`src/rtl/rv32im_regfile_if.sv`:
```
// Operand-read / writeback bus between the core and the register file.
// Driven by the core (master), served by the register file (slave).
interface rv32im_regfile_if #(
    parameter int XLEN = 32,
    parameter int AW   = 5
);
    logic            we_i;
    logic [AW-1:0]   rs1_addr_i;
    logic [AW-1:0]   rs2_addr_i;
    logic [AW-1:0]   rd_addr_i;
    logic [XLEN-1:0] val_rd_i;
    logic [XLEN-1:0] val_rs1_o;
    logic [XLEN-1:0] val_rs2_o;

    modport master (
        output we_i, rs1_addr_i, rs2_addr_i, rd_addr_i, val_rd_i,
        input  val_rs1_o, val_rs2_o
    );

    modport slave (
        input  we_i, rs1_addr_i, rs2_addr_i, rd_addr_i, val_rd_i,
        output val_rs1_o, val_rs2_o
    );
endinterface

```
`src/rtl/rv32im_regfile.sv`:
```
// RV32IM GPR file, x0 hardwired to zero; reads are combinational with same-cycle write forwarding.
// Latency: 0 cycles read, write lands on the next rising edge; no backpressure (always ready).
module rv32im_regfile #(
    parameter int XLEN  = 32,
    parameter int NREGS = 32,
    parameter int AW    = 5
) (
    input  logic                clk_i,
    input  logic                rst_i,
    rv32im_regfile_if.slave     rf
);

    logic [XLEN-1:0] regs [NREGS];
    logic            wr_en;
    logic            rs1_hit;
    logic            rs2_hit;
    logic [XLEN-1:0] rs1_val;
    logic [XLEN-1:0] rs2_val;

    // Entry 0 is reset and never written, so it stays a constant zero.
    assign wr_en = rf.we_i && (rf.rd_addr_i != '0);

    always_ff @(posedge clk_i or posedge rst_i) begin
        if (rst_i) begin
            for (int i = 0; i < NREGS; i++) begin
                regs[i] <= '0;
            end
        end else if (wr_en) begin
            regs[rf.rd_addr_i] <= rf.val_rd_i;
        end
    end

    assign rs1_hit = wr_en && (rf.rs1_addr_i == rf.rd_addr_i);
    assign rs2_hit = wr_en && (rf.rs2_addr_i == rf.rd_addr_i);

    // Reset also masks forwarding, so nothing is visible while rst_i is high.
    always_comb begin
        rs1_val = '0;
        if (!rst_i && (rf.rs1_addr_i != '0)) begin
            rs1_val = rs1_hit ? rf.val_rd_i : regs[rf.rs1_addr_i];
        end
    end

    always_comb begin
        rs2_val = '0;
        if (!rst_i && (rf.rs2_addr_i != '0)) begin
            rs2_val = rs2_hit ? rf.val_rd_i : regs[rf.rs2_addr_i];
        end
    end

    assign rf.val_rs1_o = rs1_val;
    assign rf.val_rs2_o = rs2_val;

endmodule

```
`src/flat_wrapper.sv`:
```
// flat-port wrapper written by rule: the top's interface ports become plain ports
module rv32im_regfile_flat 
#(
    parameter int XLEN  = 32,
    parameter int NREGS = 32,
    parameter int AW    = 5
)
  (clk_i, rst_i, rf_we_i, rf_rs1_addr_i, rf_rs2_addr_i, rf_rd_addr_i, rf_val_rd_i, rf_val_rs1_o, rf_val_rs2_o);
  rv32im_regfile_if #(.XLEN(XLEN), .AW(AW)) rf_i ();
  input  logic clk_i;
  input  logic rst_i;
  input wire logic [$bits(rf_i.we_i)-1:0] rf_we_i;
  input wire logic [$bits(rf_i.rs1_addr_i)-1:0] rf_rs1_addr_i;
  input wire logic [$bits(rf_i.rs2_addr_i)-1:0] rf_rs2_addr_i;
  input wire logic [$bits(rf_i.rd_addr_i)-1:0] rf_rd_addr_i;
  input wire logic [$bits(rf_i.val_rd_i)-1:0] rf_val_rd_i;
  output wire logic [$bits(rf_i.val_rs1_o)-1:0] rf_val_rs1_o;
  output wire logic [$bits(rf_i.val_rs2_o)-1:0] rf_val_rs2_o;
  assign rf_i.we_i = rf_we_i;
  assign rf_i.rs1_addr_i = rf_rs1_addr_i;
  assign rf_i.rs2_addr_i = rf_rs2_addr_i;
  assign rf_i.rd_addr_i = rf_rd_addr_i;
  assign rf_i.val_rd_i = rf_val_rd_i;
  assign rf_val_rs1_o = rf_i.val_rs1_o;
  assign rf_val_rs2_o = rf_i.val_rs2_o;
  rv32im_regfile #(.XLEN(XLEN), .NREGS(NREGS), .AW(AW)) u_core (.clk_i(clk_i), .rst_i(rst_i), .rf(rf_i));
endmodule
```
`config.mk`:
```
export PLATFORM = sky130hd
export DESIGN_NAME = rv32im_regfile_flat
export DESIGN_NICKNAME = d
export VERILOG_FILES = /design/src/rtl/rv32im_regfile_if.sv /design/src/rtl/rv32im_regfile.sv /design/src/flat_wrapper.sv
export SDC_FILE = /design/constraint.sdc
export NUM_CORES = 2
export LEC_CHECK = 0
export CELL_PAD_IN_SITES_DETAIL_PLACEMENT = 0
export CELL_PAD_IN_SITES_GLOBAL_PLACEMENT = 1
export CORE_MARGIN = 3
export CORE_UTILIZATION = 30
export DETAILED_ROUTE_END_ITERATION = 8
export DONT_BUFFER_PORTS = 1
export PLACE_DENSITY_LB_ADDON = 0.1
export SKIP_CTS_REPAIR_TIMING = 1
export SKIP_LAST_GASP = 1
export SYNTH_ARGS = -nofsm -noshare
export SYNTH_HDL_FRONTEND = slang
export SYNTH_SLANG_ARGS = --single-unit
```
`constraint.sdc`:
```
create_clock -name clk_i -period 48.1 [get_ports clk_i]
set_clock_uncertainty 0.05 [all_clocks]
set_input_delay 9.62 -clock clk_i [delete_from_list [all_inputs] [get_ports clk_i]]
set_output_delay 9.62 -clock clk_i [all_outputs]
set_load 0.005 [all_outputs]
```
# Yosys cells after proc, flatten, opt, wreduce, memory -nomap -nowiden
# Cells that the tools add are included.
# Widths: inputs -> output; s select.
# totals
latchBits,0
memories,0
ram_bits,0
register_bits,1024
rom_bits,0
# op_classes
eq_ne,2
div,0
shift,0
mul,0
addsub,0
mux,13
bitwise_logic,3
n_reduce_logical,10
magnitude_cmp,4
# op_table
op,n
$bwmux 1024,1
$bmux 32 s5,2
$mux 32,9
$demux 32 s5,1
$ge 6x6->1 const B,3
$not 5->6,3
$reduce_bool 5->1,3
$eq 5x5->1,2
$logic_and 1x1->1,6
$lt 6x1->1 const B,1
$logic_not 1->1,1

# Depth between registers and ports, before layout
# logic_depth
ltp_word,6
depth_mapped,9
ltp_nobuf,5

# Least setup slack after synthesis
# Ideal clock, no wire load.
# synth_path
path_kind,input to output
start,input rst_i
end,output rf_val_rs1_o[10]
arrival_time_ns,33.940
required_ns,38.430
stages,5
setup_slack_ns,4.490
cell_sequence,inv_1 -> o211ai_2 -> clkbuf_1 -> a21oi_1 -> a211o_1
# synth_between
elab_chain_len,3
# synth_rtl
item,line_no,rtl
"start, declared",flat_wrapper.sv:11,input logic rst_i;
$logic_not 1->1 (no source line),--,
$logic_and 1x1->1,rv32im_regfile.sv:39,if (!rst_i && (rf.rs1_addr_i != '0)) begin
$mux 32,rv32im_regfile.sv:39,
"end, declared",flat_wrapper.sv:17,output wire logic [$bits(rf_i.val_rs1_o)-1:0] rf_val_rs1_o;
# No other way between the ends.

# Worst setup path after layout
# layout_path
start,input rf_rs1_addr_i[0]
end,output rf_val_rs1_o[15]
# layout_between
elab_chain_len,6
# layout_rtl
item,line_no,rtl
"start, declared",flat_wrapper.sv:13,input wire logic [$bits(rf_i.rs1_addr_i)-1:0] rf_rs1_addr_i;
$not 5->6 (not written as such),rv32im_regfile.sv:40,rs1_val = rs1_hit ? rf.val_rd_i : regs[rf.rs1_addr_i];
$bmux 32 s5,rv32im_regfile.sv:40,
$mux 32 (not written as such) (2 in a row),rv32im_regfile.sv:40,
$mux 32,rv32im_regfile.sv:40,
$mux 32 *,rv32im_regfile.sv:39,
# Every way passes the cells marked *; elsewhere a longest branch is shown, timed or not. The select of a mux whose other input is x is not followed.

==> flow_summary.toml <==
[hold_path]
hold_depth = 0
hp-start = "u_core.regs[992]"
hold_class = "reg -> reg"
hold_path_end = "u_core.regs[992]"

[floorplan]
die_area_sq_um = 191000
rows = 157
die_h_um = 437
fp.dieW_um = 437
core_area_sq_um = 184000
ios = 114
initial_core_util = 0.303

[setup_path]
path_max_fanout = 290
endpoint_kind = "primary output"
cp-start-kind = "primary input"
reg2reg_slack_ns = 47.24
rr_startpoint = "u_core.regs[630]"
cp.required_ns = 38.43
crit_type = "in -> out"
reg2reg_depth = 1
timing.rr.end = "u_core.regs[630]"
cp.arrival_ns = 13.21

[cells_and_area]
register_area_sq_um = 25600
largest_register_ffs = 1024
multi_input_area_sq_um = 28100
largest-register = "u_core.regs"
fin_cells = 6137
nFillCells = 17974
drive_above_1_share = 0.459
largestRegisters = "u_core.regs x1024"
fin_nets = 3616
syn_to_final_growth_pct = 10.8

[timing]
worstMarginPinSlew_ns = 2.48
max-slew-margin-rel = -0.652
max_freq_mhz = 43.7
final-setup-viol-count = 0
period_share = 0.476
hold_viol_final = 0
final-max-slew-violation-count = 211
rsz0062_at_grt = "false"
period_minus_slack_ns = 22.88
fin_tns_setup_ns = 0

[global_route]
overflow = 0
grt.total_usage = 0.203
antenna_found_initial = 6
grt_pass1_wl_um = 281000
grt_pass1_vias = 36346
grt_start_max_net_pins = 292

[cts]
cts_root_buf = "clkbuf_16"
cts_htree_levels = 4
clkLatencyLatePin_ns = 0.74
numCtsBuffers = 132
tritoncts = "yes"
cts.clk_slew.worst_paths_ns = 0.05
cts.path.max_buffers = 3
clock_sinks = 1024

[routing]
vias_per_cell = 5.56
drt_pre_antenna_iters = 5
wl_um = 196000
post_drt_wl_per_cell_um = 31.9
num_vias = 34148
antenna_left = 0
route.detailed.drc = 0
drt_iter0_markers = 2135

[yosys]
syn_nets = 3872
yosys_warnings = 0
synthArstFlopShare = 1.00
seq_area_frac_synth = 0.461
syn_area_per_cell_sq_um = 14.6
yosysTopAreaCellShare = 0.461
synthCells = 3822
netlist_area_sq_um = 55600
ys_ff_latch = 1024
synth_cell_types = 48
synth_largest_area_cell = "dfrtp_1"
synth_top_flop_cell = "dfrtp_1"
synth.area.top_cells = "dfrtp_1 46%, mux2_2 20%, mux4_2 16%, mux2i_1 5.8%, a221oi_1 2.0%"
synth_edf_count = 0

[power]
powerDensity_nw_per_um2 = 41.6
vdd_drop_max_v = 0.0000319
leakage_nw = 26.6

[placement]
place.gp.congestion = 0.700
place_inst = 5896
io_buffers = 0
dp.final_hpwl_um = 97100

[run_status]
failed_checks = "max-slew violations"
outcome = "finished, violations left"

[run]
maxCapViolCount = 0
## synthesized netlist by cell type, types with 16 or more instances
master / count
a211o_1: 64
clkbuf_1: 208
dfrtp_1: 1024
buf_1: 30
a211oi_1: 128
mux2i_1: 321
o21bai_1: 64
mux2_2: 991
buf_2: 156
a221oi_1: 128
buf_4: 35
nand2_1: 16
nor2b_1: 66
a22oi_1: 64
a21oi_1: 64
mux4_2: 384
## critical path, stage by stage
cell	delay, ns
mux4_2	1.31
nor2b_1	0.16
a211oi_1	0.49
a211oi_1	0.15
a211o_1	0.34
## layout by cell type, fill, tap and decap left out, types with 2 or more instances in the layout
cell and instances:
a211oi_1 128, nor3b_1 2, clkinv_2 25, bufinv_16 6
or2_2 2, inv_1 2, nor3_1 2, buf_12 2
clkbuf_8 27, nor2_4 14, buf_4 52, nor2b_4 2
nand2_4 11, diode_2 4, nor2b_1 64, mux4_2 384
nand3b_1 3, clkinv_8 5, clkbuf_1 32, mux2i_1 321
inv_6 5, a221oi_1 128, nand2_2 4, nand3_1 4
xnor2_1 9, inv_2 2, a22oi_1 64, o21bai_1 64
a211o_1 64, o311ai_4 2, nand4_1 2, clkbuf_16 136
mux2_2 991, nor2_1 2, a21oi_1 64, dfrtp_1 1024
## cells by family (layout without fill, tap and decap cells)
group | count (synthesis) | after routing | share of synthesized area
muxes | 1697 | 1697 | 0.414
DFF | 1024 | 1024 | 0.461
AOI/OAI and AO/OA | 520 | 520 | 0.0729
buffers and inverters | 449 | 296 | 0.0381
and+or+nand+nor | 123 | 123 | 0.0131
xor gates and xnor gates | 9 | 9 | 0.00142
other | 0 | 4 | 0
## per-layer routing
metal,vias up,GRT usage,routed length (um),part of all wire
met2,583,0.345,97000,0.50
met3,259,0.0245,5430,0.028
met4,0,0.0614,5920,0.030
met5,-,0,0,0
met1,18896,0.271,87300,0.45
li1,14410,-,-,-
## how the worst max path moves through the flow
stage	from	to	slack [ns]
after detailed placement	rf_rs2_addr_i[0]	rf_val_rs2_o[19]	26.00
after floorplan	rst_i	rf_val_rs1_o[10]	4.49
after global routing	rf_rs1_addr_i[1]	rf_val_rs1_o[10]	25.90
final	rf_rs1_addr_i[0]	rf_val_rs1_o[15]	25.23
after CTS	rf_rs2_addr_i[0]	rf_val_rs2_o[19]	25.89
after global placement	rf_rs2_addr_i[0]	rf_val_rs2_o[19]	25.95
## power by group
part	internal (mW)	switching [mW]	leakage, nW
Sequential	1.02	0.113	13.2
Combinational	0.281	0.149	11.3
Clock	0.594	0.404	2.15
Total	1.90	0.666	26.6
## layout make-up
cell class | count | share of cell area
Antenna cell | 4 | 0.000162
Clock buffer | 195 | 0.0632
Clock inverter | 42 | 0.00710
Inverter | 5 | 0.000426
Multi-Input combinational cell | 2349 | 0.456
Sequential cell | 1024 | 0.416
Tap cell | 2464 | 0.0500
Timing Repair Buffer | 54 | 0.00698
## through the flow
step | util | power (mW) | instance area, sq um | hold slack (ns) | setup slack [ns]
after floorplan | - | 1.51 | 55600 | 0.391 | 4.49
after global placement | 0.312 | 1.58 | 57300 | 0.326 | 25.95
after detailed placement | 0.312 | 1.59 | 57300 | 0.333 | 26.00
after CTS | 0.336 | 2.61 | 61600 | 0.346 | 25.89
after global routing | 0.336 | 2.69 | 61600 | 0.353 | 25.90
final | 0.336 | 2.57 | 61600 | 0.342 | 25.23
Power figures use the tool's default switching activity.
